==> src/rtl/loop_nest_seq.sv <==
// Runtime sequencer for the two-level loop nest: emits (k, l, 2^k + l) tuples
// as a valid/ready stream, k = 0..NumOuter-1, l = 0..2^k-1.
module loop_nest_seq #(
  parameter int NumOuter = 3,
  parameter int OuterW   = (NumOuter > 1) ? $clog2(NumOuter) : 1,
  parameter int InnerW   = (NumOuter > 1) ? NumOuter - 1 : 1,
  parameter int ValueW   = 32
) (
  input  logic              clk_i,
  input  logic              rst_ni,
  input  logic              start_i,
  input  logic              clear_i,
  output logic              valid_o,
  input  logic              ready_i,
  output logic [OuterW-1:0] outer_o,
  output logic [InnerW-1:0] inner_o,
  output logic [ValueW-1:0] value_o,
  output logic              last_inner_o,
  output logic              last_o,
  output logic              busy_o,
  output logic              done_o
);

  if (NumOuter < 1 || NumOuter > 31) begin : g_bad_outer
    $error("loop_nest_seq: NumOuter must be in 1..31");
  end
  if (ValueW < NumOuter + 1) begin : g_bad_value
    $error("loop_nest_seq: ValueW must be at least NumOuter+1");
  end

  localparam logic [ValueW-1:0] FinalValue = ValueW'((64'd1 << NumOuter) - 64'd1);

  typedef enum logic [1:0] {Idle, Run, Done} state_t;
  state_t state;

  // value = 2^k + l, so l == 2^k-1 exactly when value+1 is a power of two.
  logic [ValueW-1:0] value_nxt;
  logic [ValueW-1:0] value_nxt_inc;
  logic              last_inner_nxt;
  logic              last_nxt;

  assign value_nxt      = value_o + ValueW'(1);
  assign value_nxt_inc  = value_nxt + ValueW'(1);
  assign last_inner_nxt = ((value_nxt & value_nxt_inc) == '0);
  assign last_nxt       = (value_nxt == FinalValue);

  always_ff @(posedge clk_i) begin
    if (!rst_ni || clear_i) begin
      state        <= Idle;
      valid_o      <= 1'b0;
      outer_o      <= '0;
      inner_o      <= '0;
      value_o      <= '0;
      last_inner_o <= 1'b0;
      last_o       <= 1'b0;
      busy_o       <= 1'b0;
      done_o       <= 1'b0;
    end else begin
      case (state)
        Idle: begin
          if (start_i) begin
            state        <= Run;
            valid_o      <= 1'b1;
            busy_o       <= 1'b1;
            outer_o      <= '0;
            inner_o      <= '0;
            value_o      <= ValueW'(1);
            last_inner_o <= 1'b1;
            last_o       <= (NumOuter == 1);
          end
        end
        Run: begin
          if (ready_i) begin
            if (last_o) begin
              state        <= Done;
              valid_o      <= 1'b0;
              done_o       <= 1'b1;
              outer_o      <= '0;
              inner_o      <= '0;
              value_o      <= '0;
              last_inner_o <= 1'b0;
              last_o       <= 1'b0;
            end else begin
              value_o      <= value_nxt;
              last_inner_o <= last_inner_nxt;
              last_o       <= last_nxt;
              if (last_inner_o) begin
                outer_o <= outer_o + OuterW'(1);
                inner_o <= '0;
              end else begin
                inner_o <= inner_o + InnerW'(1);
              end
            end
          end
        end
        Done: begin
          state  <= Idle;
          done_o <= 1'b0;
          busy_o <= 1'b0;
        end
        default: state <= Idle;
      endcase
    end
  end

endmodule

==> config.mk <==
export PLATFORM = sky130hd
export DESIGN_NAME = loop_nest_seq
export DESIGN_NICKNAME = d
export VERILOG_FILES = /design/src/rtl/loop_nest_seq.sv
export SDC_FILE = /design/constraint.sdc
export NUM_CORES = 1
export LEC_CHECK = 0
export ABC_AREA = 1
export CAP_MARGIN = 20
export CORE_AREA = 5 5 87 89
export CTS_BUF_LIST = sky130_fd_sc_hd__clkbuf_2 sky130_fd_sc_hd__clkbuf_4 sky130_fd_sc_hd__clkbuf_8
export DETAILED_ROUTE_END_ITERATION = 10
export DIE_AREA = 0 0 92 94
export PLACE_DENSITY = 0.82
export SLEW_MARGIN = 20
export SYNTH_ARGS = -nofsm -noshare
export SYNTH_HDL_FRONTEND = slang
export SYNTH_SLANG_ARGS = --single-unit
export TNS_END_PERCENT = 50
==> constraint.sdc <==
create_clock -name clk_i -period 2.5 [get_ports clk_i]
set_input_delay 0.25 -clock clk_i [delete_from_list [all_inputs] [get_ports clk_i]]
set_output_delay 0.25 -clock clk_i [all_outputs]
set_load 0.05 [all_outputs]
Word-level counts from Yosys, hierarchy flattened. Cells that the tools add are included.

Register bits after elaboration: 43. Bits of input ports: 5. Output and inout port bits: 41. Word-level logic and storage cells: 66.

Equality and inequality tests: 7. Add/sub/neg operators: 4. Bitwise operators: 1. Multiplexer cells: 32. Reduce and logical (&&, ||, !) cells: 13.

Operators with widths (number): two-way mux 32 bit (3); adder 32 x 1 -> 32 bit, second input constant (2); case mux 32 bit (2 select lines) (1); bitwise AND 32 bit (1); == test 32 x 3 -> 1 bit, second input constant (1); logical NOT 32 bit (1); two-way mux 2 bit (10); case mux 2 bit (2 select lines) (3); two-way mux 1 bit (10); case mux 1 bit (2 select lines) (5); AND reduction 3 bit (3); AND reduction 4 bit (2); inequality test 2 bit, second input constant (3); nonzero test 2 bit (3); adder 2 x 1 -> 2 bit, second input constant (2); inequality test 3 bit, second input constant (1); == test 2 x 1 -> 1 bit, second input constant (1); == test 2 bit, second input constant (1); logical NOT 2 bit (1); AND reduction 2 bit (1); logical NOT 1 bit (1); logical OR 1 bit (1).

Depth between registers and ports, before layout. Gate-level depths: netlist of the first run.

Depth in word-level cells: 7. Gate-level depth with buffers: 20. Mapped depth without buffers: 20.

Worst setup path before layout of the first run. No wires, ideal clock.

Kind: register to register. Start: reg value_o[1]. End: reg last_inner_o. Arrival: 2530 ps. Data required time: 2436 ps. Stages on the path, launching flop included: 20. Path slack: -94 ps. Clock period less this slack: 2594 ps. Setup time: 64 ps. Path buffers: 0. Path through: dfxtp_1 -> ha_1 -> nand2_1 -> nor2_4 -> nand2_2 -> nor2_4 -> nand2_2 -> nand2_2 -> nand2_2 -> nor2_4 -> nand2_2 -> nor2_2 -> nand3_1 -> nand2_1 -> nand2_1 -> nor2_1 -> nand2_1 -> nor2_1 -> nor2_1 -> nor2_1.

Word-level cells in the longest chain between the ends: 7.

Ends and longest elaborated chain: start, declared (RTL line 17) `output logic [ValueW-1:0] value_o,`; start signal, assigned (RTL line 67) `value_o <= ValueW'(1);`; start signal, assigned (RTL line 84) `value_o <= value_nxt;`; adder 32 x 1 -> 32 bit * (RTL line 42) `assign value_nxt = value_o + ValueW'(1);`; adder 32 x 1 -> 32 bit (RTL line 43) `assign value_nxt_inc = value_nxt + ValueW'(1);`; bitwise AND 32 bit * (RTL line 44) `assign last_inner_nxt = ((value_nxt & value_nxt_inc) == '0);`; logical NOT 32 bit * (RTL line 44); two-way mux 1 bit * (RTL line 74) `if (last_o) begin`; two-way mux 1 bit * (RTL line 73) `if (ready_i) begin`; case mux 1 bit (2 select lines) * (RTL line 59) `case (state)`; end signal, assigned (RTL line 85) `last_inner_o <= last_inner_nxt;`; end, declared (RTL line 18) `output logic last_inner_o,`.

Every way passes the cells marked *; elsewhere a longest branch is shown, timed or not. The select of a mux whose other input is x is not followed. A chain may end at the register's enable or synchronous reset.

Final worst setup path of the first run.
Start: reg value_o[10]. End: reg last_o.

Word-level cells in the longest chain between the ends: 5.

Ends and longest elaborated chain: adder 32 x 1 -> 32 bit (RTL line 42); == test 32 x 3 -> 1 bit (RTL line 45) `assign last_nxt = (value_nxt == FinalValue);`; two-way mux 1 bit (RTL line 74); two-way mux 1 bit (RTL line 73); case mux 1 bit (2 select lines) (RTL line 59); end signal, assigned (RTL line 69) `last_o <= (NumOuter == 1);`; end signal, assigned (RTL line 86) `last_o <= last_nxt;`; end, declared (RTL line 19) `output logic last_o,`.

No other way between the ends. The select of a mux whose other input is x is not followed.

==> impl_metrics.toml, run 1 <==
[worst_setup_path]
critPathKind = "register to register"
startpoint_type = "register"
cpLargestDelayFamily = "simple AND/OR/NAND/NOR gates"
path_cells = "nand2_1 > nor2_4 > nand2_2 > nor2_8 > clkbuf_2 > nand4_1 > xor2_1 > nand4_1 > nor4_1 > nand3_1 > a21oi_1"
rr_worst_depth = 11
cp_max_fo = 7
cp-end-kind = "register"
worst-path-buf-inv = 1
cp_common_cell = "nand4_1"
r2r_slack_ps = 60
r2r-end = "last_o$_SDFFE_PP0P_"
cpMaxStageDelayCell = "dfxtp_2"
slowest_delay_ps = 390
cp.required_ps = 2740
crit_arrival_ps = 2680
r2r-start = "value_o[10]$_SDFFE_PP0P_"

[final_layout]
instances_no_fill = 851
drive_gt1_share_pct = 20.5
antenna_cells = 0
syn_to_final_growth_pct = 28.1
nets = 778

[die]
fp.dieW_um = 92
rows = 30
io-pin-count = 46
die_h_um = 94
die-area_um2 = 8650
start_util_pct = 57.7
coreArea_um2 = 6680

[timing]
layout_min_cycle_time_ps = 2440
fmax_ghz = 0.409
hold_violations = 0
fin_tns_setup_ps = 0
finalSetupViolations = 0
post-route-period-util_pct = 97.8
rsz0062_at_grt = "yes"
skew_ps = 6.11
timing.final.ws_setup_ps = 55.3
max_slew_margin_pct = 50.1
maxSlewViolCount = 0
tightest_slew_ps = 748

[clock_network]
h-tree-depth = 2
path_clk_slew_ps = 80
cts_buffers = 5
cts_buffer_depth = 2
clk_latency_ps = 310
root_buffer = "clkbuf_8"
cts_sinks = 43
cts_tree = "yes"

[yosys]
synth_cell_types = 31
syn_avg_cell_area_um2 = 5.48
syn_area_um2 = 3850
synth_most_common_cell = "nand2_1"
synth_cells = 703
synth_area_leaders = "nand2_1, dfxtp_1, nor2_1"
synth_warnings = 0
async_flop_share_pct = 0
synth_top_area_share_pct = 27.9
seq_area_frac_synth_pct = 22.3
ys_seq_elements = 43
synth_edf_count = 0
synthesis.nets = 711
synth_top_cell_by_area = "nand2_1"
synth_flop_cell = "dfxtp_1"
synth_commonest_cells = "nand2_1, nor2_1, inv_1, nand3_1, dfxtp_1"

[placement]
dp_worst_setup_slack_ps = -11.3
dp_cells = 830
io_buffers = 45
gp_congestion = 1.06
hpwl_mm = 9.50

[routing]
remaining_drc_errors = 0
antenna_left = 0
drt-total-wl_mm = 12.8
vias_per_cell = 5.50
via_count = 4684
drt_iter0_drc = 298
post_drt_wl_per_cell_um = 15.1
firstDrtPassIters = 6

[global_route]
grt_max_degree = 33
grt_pass1_vias = 4208
antenna_found_initial = 0
gr-usage-all-layers_pct = 28.6
grt-ovfl-total = 0
grt_pass1_wl_mm = 20.0

[power_and_ir_drop]
p_leak_nw = 2.04
irDropWorstVdd_mv = 0.228
p_per_area_nw_per_um2 = 299

[hold_path]
min_path_type = "register to register"
worstHoldStart = "valid_o$_SDFFE_PP0P_"
hold_end = "valid_o$_SDFFE_PP0P_"
min_path_cells = 2

[run_status]
status = "complete, no violations"

[run]
drv_cap = 0
## power breakdown
group / switching (mW) / internal [mW] / leakage, nW
combinational: 0.0793 / 0.0344 / 1.62
sequential: 0.00665 / 0.688 / 0.356
clock: 0.258 / 0.410 / 0.0688
## through the flow
stage               utilization, %  hold WS, ps  instance area, um^2  power [mW]
floorplan                        -          460                 3860       0.781
global placement              67.0          452                 4480       0.818
detailed placement            67.0          461                 4480       0.820
CTS                           69.1          472                 4620        1.48
global route                  73.9          516                 4940        1.52
finish                        73.9          470                 4940        1.48
## state kept, by name, summed over array words and instances (netlist names)
name,flops
busy_o,1
done_o,1
inner_o,2
last_inner_o,1
last_o,1
outer_o,2
state,2
valid_o,1
value_o,32
## kinds of logic after synthesis
group                      synth area share (%)
xor gates and xnor gates                  0.682
adders and majority gates                 0.974
and+or+nand+nor                            60.2
buffers and inverters                      9.06
AOI/OAI and AO/OA                          6.79
DFF                                        22.3
## worst register-to-register path: stages (launching register included)
cell and delay [ps]:
dfxtp_2 390, nand2_1 170, nor2_4 180, nand2_2 130
nor2_8 200, clkbuf_2 210, nand4_1 220, xor2_1 290
nand4_1 110, nor4_1 200, nand3_1 120, a21oi_1 140
## how the worst max path moves through the flow
stage | start | cells past startpoint | slack [ps] | endpoint
3_3_place_gp | value_o[0]$_SDFFE_PP0P_ | 19 | 20 | last_inner_o$_SDFFE_PP0P_
5_1_grt | value_o[0]$_SDFFE_PP0P_ | 19 | -90 | last_inner_o$_SDFFE_PP0P_
6_report | value_o[10]$_SDFFE_PP0P_ | 11 | 60 | last_o$_SDFFE_PP0P_
4_1_cts | value_o[7]$_SDFFE_PP0P_ | 12 | 10 | last_o$_SDFFE_PP0P_
2_1_floorplan | value_o[2]$_SDFFE_PP0P_ | 17 | 90 | last_inner_o$_SDFFE_PP0P_
3_5_place_dp | value_o[0]$_SDFFE_PP0P_ | 19 | -10 | last_inner_o$_SDFFE_PP0P_
## layout make-up
type	instances	area, um^2
multi-input cells	568	2850
well taps	80	100
inverters	81	307
clock buffers	6	76.3
clock inverters	2	60.1
repair buffers	71	656
flip-flops and latches	43	887
fillers	566	1740
## what timing repair did
item / 4_1_cts / 5_1_grt
hold buffers: 0 / 0
setup buffers: 0 / 13
setup endpoints to repair: 1 / 2
hold endpoints to repair: 0 / 0
cloned: 0 / 0
pin swaps: 0 / 26
resized for setup: 2 / 73
## cells in the final DEF, fill, tap and decap left out, types with 2 or more instances in the layout
cell type	n
nand2_1	271
inv_1	74
nor2_1	74
clkdlybuf4s50_1	45
nand3_1	44
a21oi_1	36
nand2_2	35
dfxtp_1	26
buf_4	24
nor2_2	23
nor2_4	20
dfxtp_2	15
nand4_1	11
nand2_4	8
o21ai_0	7
nand3_2	6
nor3_1	6
inv_2	5
clkbuf_8	5
nor2_8	4
nor4_1	4
and2_1	3
nand3b_1	3
o21ai_2	2
xor2_1	2
o21ai_1	2
ha_4	2
bufinv_16	2
dfxtp_4	2
## layer usage
metal | wire length (um) | track usage [%]
met1 | 5280 | 35.2
met2 | 6160 | 50.4
met3 | 913 | 4.25
met4 | 456 | 10.5
met5 | 0 | 0
(Power assumes the default switching activity.)
==> run 2, diff against run 1 <==
--- a/config.mk
+++ b/config.mk
@@ -13,3 +13,4 @@
 export DIE_AREA = 0 0 92 94
-export PLACE_DENSITY = 0.82
+export PLACE_DENSITY = 0.89
+export REMOVE_ABC_BUFFERS = 1
 export SLEW_MARGIN = 20
==> constraint.sdc (replaced) <==
create_clock -name clk_i -period 2.5 [get_ports clk_i]
set_input_delay 0.375 -clock clk_i [delete_from_list [all_inputs] [get_ports clk_i]]
set_output_delay 0.375 -clock clk_i [all_outputs]
set_load 0.05 [all_outputs]
==> run 2 against run 1 <==
  * Combinational power increased by 5%
  * Critical path depth increased by 7
  * Wire length increased by 8.1%
  * Power decreased by 4.7%
  * Design area increased by 4.0%
==> impl_metrics.toml, run 2 (same netlist as run 1, synthesis figures left out) <==
[final_layout]
fillers = 516
syn_to_final_growth_pct = 33.3
final_common_cell = "nand2_1"
largest_register_ff_count = 32
drive_gt1_share_pct = 22.7
instances_no_fill = 863
final_cell_mix = "nand2_1, inv_1, nor2_1"
regMostFlops = "value_o"
post-route-cell-area_um2 = 5140
nets = 790
antenna_cells = 0

[timing]
hold_violations = 0
maxSlewViolCount = 0
layout_min_cycle_time_ps = 2490
max_slew_margin_pct = 58.3
rsz0062_at_grt = "yes"
finalSetupViolations = 0
whs_ps = 476
skew_ps = 14.4
tightest_slew_ps = 625
fin_tns_setup_ps = 0
post-route-period-util_pct = 99.7
fmax_ghz = 0.401

[worst_setup_path]
critPathKind = "register to register"
cp.required_ps = 2750
rr_worst_depth = 18
crit_arrival_ps = 2740
cp_max_fo = 6
r2r-end = "last_inner_o$_SDFFE_PP0P_"
cp-end-kind = "register"
r2r-start = "value_o[0]$_SDFFE_PP0P_"
startpoint_type = "register"
r2r_slack_ps = 7

[hold_path]
min_path_type = "register to register"
hold_end = "valid_o$_SDFFE_PP0P_"
min_path_cells = 2
worstHoldStart = "valid_o$_SDFFE_PP0P_"

[routing]
drt_iter0_drc = 567
antenna_left = 0
post_drt_wl_per_cell_um = 16.0
via_count = 4895
firstDrtPassIters = 8
drt-total-wl_mm = 13.9
vias_per_cell = 5.67
remaining_drc_errors = 0

[placement]
io_buffers = 45
hpwl_mm = 10.3
dp_cells = 839
placed_area_um2 = 4540
gp_congestion = 1.04

[clock_network]
clk_latency_ps = 320
cts_sinks = 43
hold_buffers = 0
root_buffer = "clkbuf_8"
cts_buffer_depth = 2
h-tree-depth = 2
cts_buffers = 5
path_clk_slew_ps = 90
cts_tree = "yes"

[run_status]
status = "complete, no violations"

[global_route]
gr-usage-all-layers_pct = 30.6
grt_pass1_vias = 4426
grt_max_degree = 33
grt_pass1_wl_mm = 21.1
antenna_found_initial = 0
grt-ovfl-total = 0

[die]
coreArea_um2 = 6680
die_h_um = 94
io-pin-count = 46
fp.dieW_um = 92
die-area_um2 = 8650
rows = 30
start_util_pct = 57.7

[power_and_ir_drop]
p_leak_nw = 2.19
p_total_mw = 1.41
p_per_area_nw_per_um2 = 274
irDropWorstVdd_mv = 0.279

[run]
drv_cap = 0
## run 2: worst max path at each step
| stage | from | to | slack (ps) |
|---|---|---|---|
| floorplan | value_o[1]$_SDFFE_PP0P_ | last_inner_o$_SDFFE_PP0P_ | -140 |
| global placement | value_o[0]$_SDFFE_PP0P_ | last_inner_o$_SDFFE_PP0P_ | -20 |
| detailed placement | value_o[0]$_SDFFE_PP0P_ | last_inner_o$_SDFFE_PP0P_ | -50 |
| CTS | value_o[8]$_SDFFE_PP0P_ | last_inner_o$_SDFFE_PP0P_ | 4 |
| global route | value_o[0]$_SDFFE_PP0P_ | last_inner_o$_SDFFE_PP0P_ | -120 |
| finish | value_o[0]$_SDFFE_PP0P_ | last_inner_o$_SDFFE_PP0P_ | 7 |
## run 2: repair_timing
action                                  CTS  global route
hold endpoints to repair                  0             0
pin swaps                                 0            41
endpoints found under the setup margin    1             2
setup buffers                             0            16
gates resized for setup                   3           101
## run 2: through the flow
stage	utilization [%]	setup WS [ps]
2_1_floorplan	-	-141
3_3_place_gp	68.0	-22.5
3_5_place_dp	68.0	-49.5
4_1_cts	69.8	4.10
5_1_grt	76.9	-124
6_report	76.9	7.18
## run 2: cell type report
class	instances	area (um^2)	share of cell area [%]
inverter	81	307	5.97
clock buffer	6	82.6	1.61
clock inverter	2	35.0	0.682
timing repair buffer	83	749	14.6
sequential	43	892	17.4
tap	80	100	1.95
multi-input combinational	568	2970	57.8
## run 2: metal layers
| layer | routed length (um) | up-vias | global-route usage [%] |
|---|---|---|---|
| met4 | 661 | 0 | 14.1 |
| li1 | - | 2342 | - |
| met1 | 5470 | 2213 | 37.4 |
| met3 | 1230 | 59 | 5.53 |
| met2 | 6490 | 281 | 52.0 |
| met5 | 0 | - | 0 |
## run 2: report_power, final
group / leakage, nW / internal [mW] / total (mW) / switching (mW)
logic: 1.77 / 0.0371 / 0.120 / 0.0824
registers: 0.357 / 0.686 / 0.692 / 0.00575
clock network: 0.0612 / 0.324 / 0.596 / 0.272
## run 2: critical path, cell delays in order, from the launching register on
cell and delay (ps):
dfxtp_4 400, ha_4 180, nand2_4 60, nor2_4 190
nand2_4 120, nand2_1 150, nand2_4 110, nor2_4 130
nand3b_1 180, buf_4 200, nor2_4 90, nand3_1 90
nand2_1 80, nand2_1 50, nor2_1 90, nand2_1 60
nor2_1 110, nor2_1 60, nor2_1 80
==> run 3, diff against run 2 <==
- CELL_PAD_IN_SITES_DETAIL_PLACEMENT: default -> 2
- CELL_PAD_IN_SITES_GLOBAL_PLACEMENT: default -> 2
- CORE_AREA: 5 5 87 89 -> 5 5 122 124
- DIE_AREA: 0 0 92 94 -> 0 0 127 129
- GPL_ROUTABILITY_DRIVEN: default -> 0
- PLACE_DENSITY: 0.89 -> 0.87
==> run 3 against run 2 <==
  * The flow now finishes with violations (negative setup slack)
  * Sequential power shrank 0.7%
  * Clock skew grew 6.3 ps
  * Design area grew 5.5%
  * Non-clock buffer count grew 18
  * Global-route usage shrank 6.8 points
  * Clock power shrank 6.5%
  * Worst hold slack gained 19 ps
  * Final cell count grew 14%
  * Register-to-register slack lost 96 ps
  * Critical path type unchanged
  * Largest cell class unchanged
==> impl_metrics.toml, run 3 (same netlist as run 1, synthesis figures left out) <==
[die]
die_h_um = 129
fp.dieW_um = 127
coreArea_um2 = 13700
start_util_pct = 28.2
rows = 43
die-area_um2 = 16400
io-pin-count = 46

[power_and_ir_drop]
p_leak_nw = 2.21
combPwrFrac_pct = 9.2
p_total_mw = 1.37
irDropWorstVdd_mv = 0.243
power_frac_clock_pct = 40.6
seq_power_share_pct = 50.1
intPower_uw = 981
switching_share_pct = 28.4
switchingPower_uw = 390
p_per_area_nw_per_um2 = 253

[timing]
tightest_slew_ps = 514
rsz0062_at_grt = "yes"
post-route-period-util_pct = 104
hold_violations = 0
maxSlewViolCount = 0
finalSetupViolations = 2
timing.final.ws_setup_ps = -88.8
layout_min_cycle_time_ps = 2590
max_slew_margin_pct = 65.6
skew_ps = 20.7
fmax_ghz = 0.386

[clock_network]
clk_latency_ps = 340
root_buffer = "clkbuf_8"
cts_buffer_depth = 2
cts_buffers = 5
cts_sinks = 43
cts_tree = "yes"
path_clk_slew_ps = 90
h-tree-depth = 2

[worst_setup_path]
startpoint_type = "register"
cp-end-kind = "register"
critPathKind = "register to register"
cp.required_ps = 2760
cp_max_fo = 6
crit_arrival_ps = 2850

[routing]
drt_iter0_drc = 234
via_count = 5181
vias_per_cell = 5.28
drt-total-wl_mm = 21.2
firstDrtPassIters = 4
remaining_drc_errors = 0
post_drt_wl_per_cell_um = 21.7
antenna_left = 0

[final_layout]
instances_no_fill = 981
post-route-cell-area_um2 = 5420
drive_gt1_share_pct = 28.0
largest_register_ff_count = 32
syn_to_final_growth_pct = 40.6
final_cell_mix = "nand2_1, inv_1, nor2_1"
antenna_cells = 0
final_common_cell = "nand2_1"
nets = 808
post-route-util_pct = 39.7
regMostFlops = "value_o"

[global_route]
antenna_found_initial = 0
grt_pass1_wl_mm = 30.7
grt_max_degree = 33
grt_pass1_vias = 5796
gr-usage-all-layers_pct = 23.8
grt-ovfl-total = 0

[placement]
io_buffers = 45
dp_cells = 951
placed_area_um2 = 4740
hpwl_mm = 14.6

[run_status]
status = "finished with violations"
violations = "negative setup slack"

[run]
drv_cap = 0

[hold_path]
min_path_type = "register to register"
[run 3: cell types whose count changed in the layout (fill, tap and decap cells not counted), sizes merged]
cell / change
bufinv: -1
clkbuf: +1
buf: +19
clkinv: -1
[run 3: worst max-delay path: stages (launching register included)]
cell	delay, ps
dfxtp_4	400
ha_4	160
nand3_2	130
nor2_4	240
nand2_4	120
nor2_2	140
nand2_1	90
nand2_2	130
nand2_1	110
nor2_4	190
nand3_1	90
o21ai_0	210
nand2_1	90
nor2_1	100
nand2_1	80
nor2_1	100
nor2_1	50
nor2_1	80
[run 3: per-stage QoR]
stage          setup TNS, ps  setup slack (ps)  hold WS (ps)
2_1_floorplan           -141              -141           552
3_3_place_gp           -19.6             -19.6           459
3_5_place_dp            -248              -248           473
4_1_cts                    0              1.31           492
5_1_grt                 -386              -292           516
6_report                -101             -88.8           495
[run 3: timing repair]
item                                    4_1_cts  5_1_grt
resized for setup                            48       83
endpoints found under the setup margin        2        2
hold buffers                                  0        0
pin swaps                                    21       31
setup buffers                                15        7
[run 3: worst paths after layout]
| kind | from | endpoint | slack [ps] | cells after the start |
|---|---|---|---|---|
| setup / recovery | value_o[0]$_SDFFE_PP0P_ | last_inner_o$_SDFFE_PP0P_ | -90 | 17 |
| hold / removal | valid_o$_SDFFE_PP0P_ | valid_o$_SDFFE_PP0P_ | 500 | 2 |
| setup reg to reg | value_o[0]$_SDFFE_PP0P_ | last_inner_o$_SDFFE_PP0P_ | -90 | 17 |
| hold reg to reg | valid_o$_SDFFE_PP0P_ | valid_o$_SDFFE_PP0P_ | 500 | 2 |
[run 3: area by class of cell]
class / instances / area [um^2]
flip-flops and latches: 43 / 912
well taps: 180 / 225
clock buffers: 8 / 104
inverters: 81 / 307
multi-input cells: 568 / 3000
fillers: 1689 / 8250
repair buffers: 101 / 872
[run 3: metal layers]
layer / part of all wire (%) / global-route usage [%]
met5: 0 / 0
met4: 3.0 / 9.21
met3: 3.4 / 4.32
met2: 54 / 45.6
met1: 40 / 25.8
[run 3: power by group through the flow]
| stage | sequential [mW] | clock (mW) | combinational (mW) |
|---|---|---|---|
| 2_1_floorplan | 0.729 | 0 | 0.0479 |
| 4_1_cts | 0.695 | 0.561 | 0.123 |
| 3_5_place_dp | 0.712 | 0 | 0.120 |
| 3_3_place_gp | 0.711 | 0 | 0.115 |
| 5_1_grt | 0.688 | 0.595 | 0.137 |
| 6_report | 0.687 | 0.557 | 0.127 |
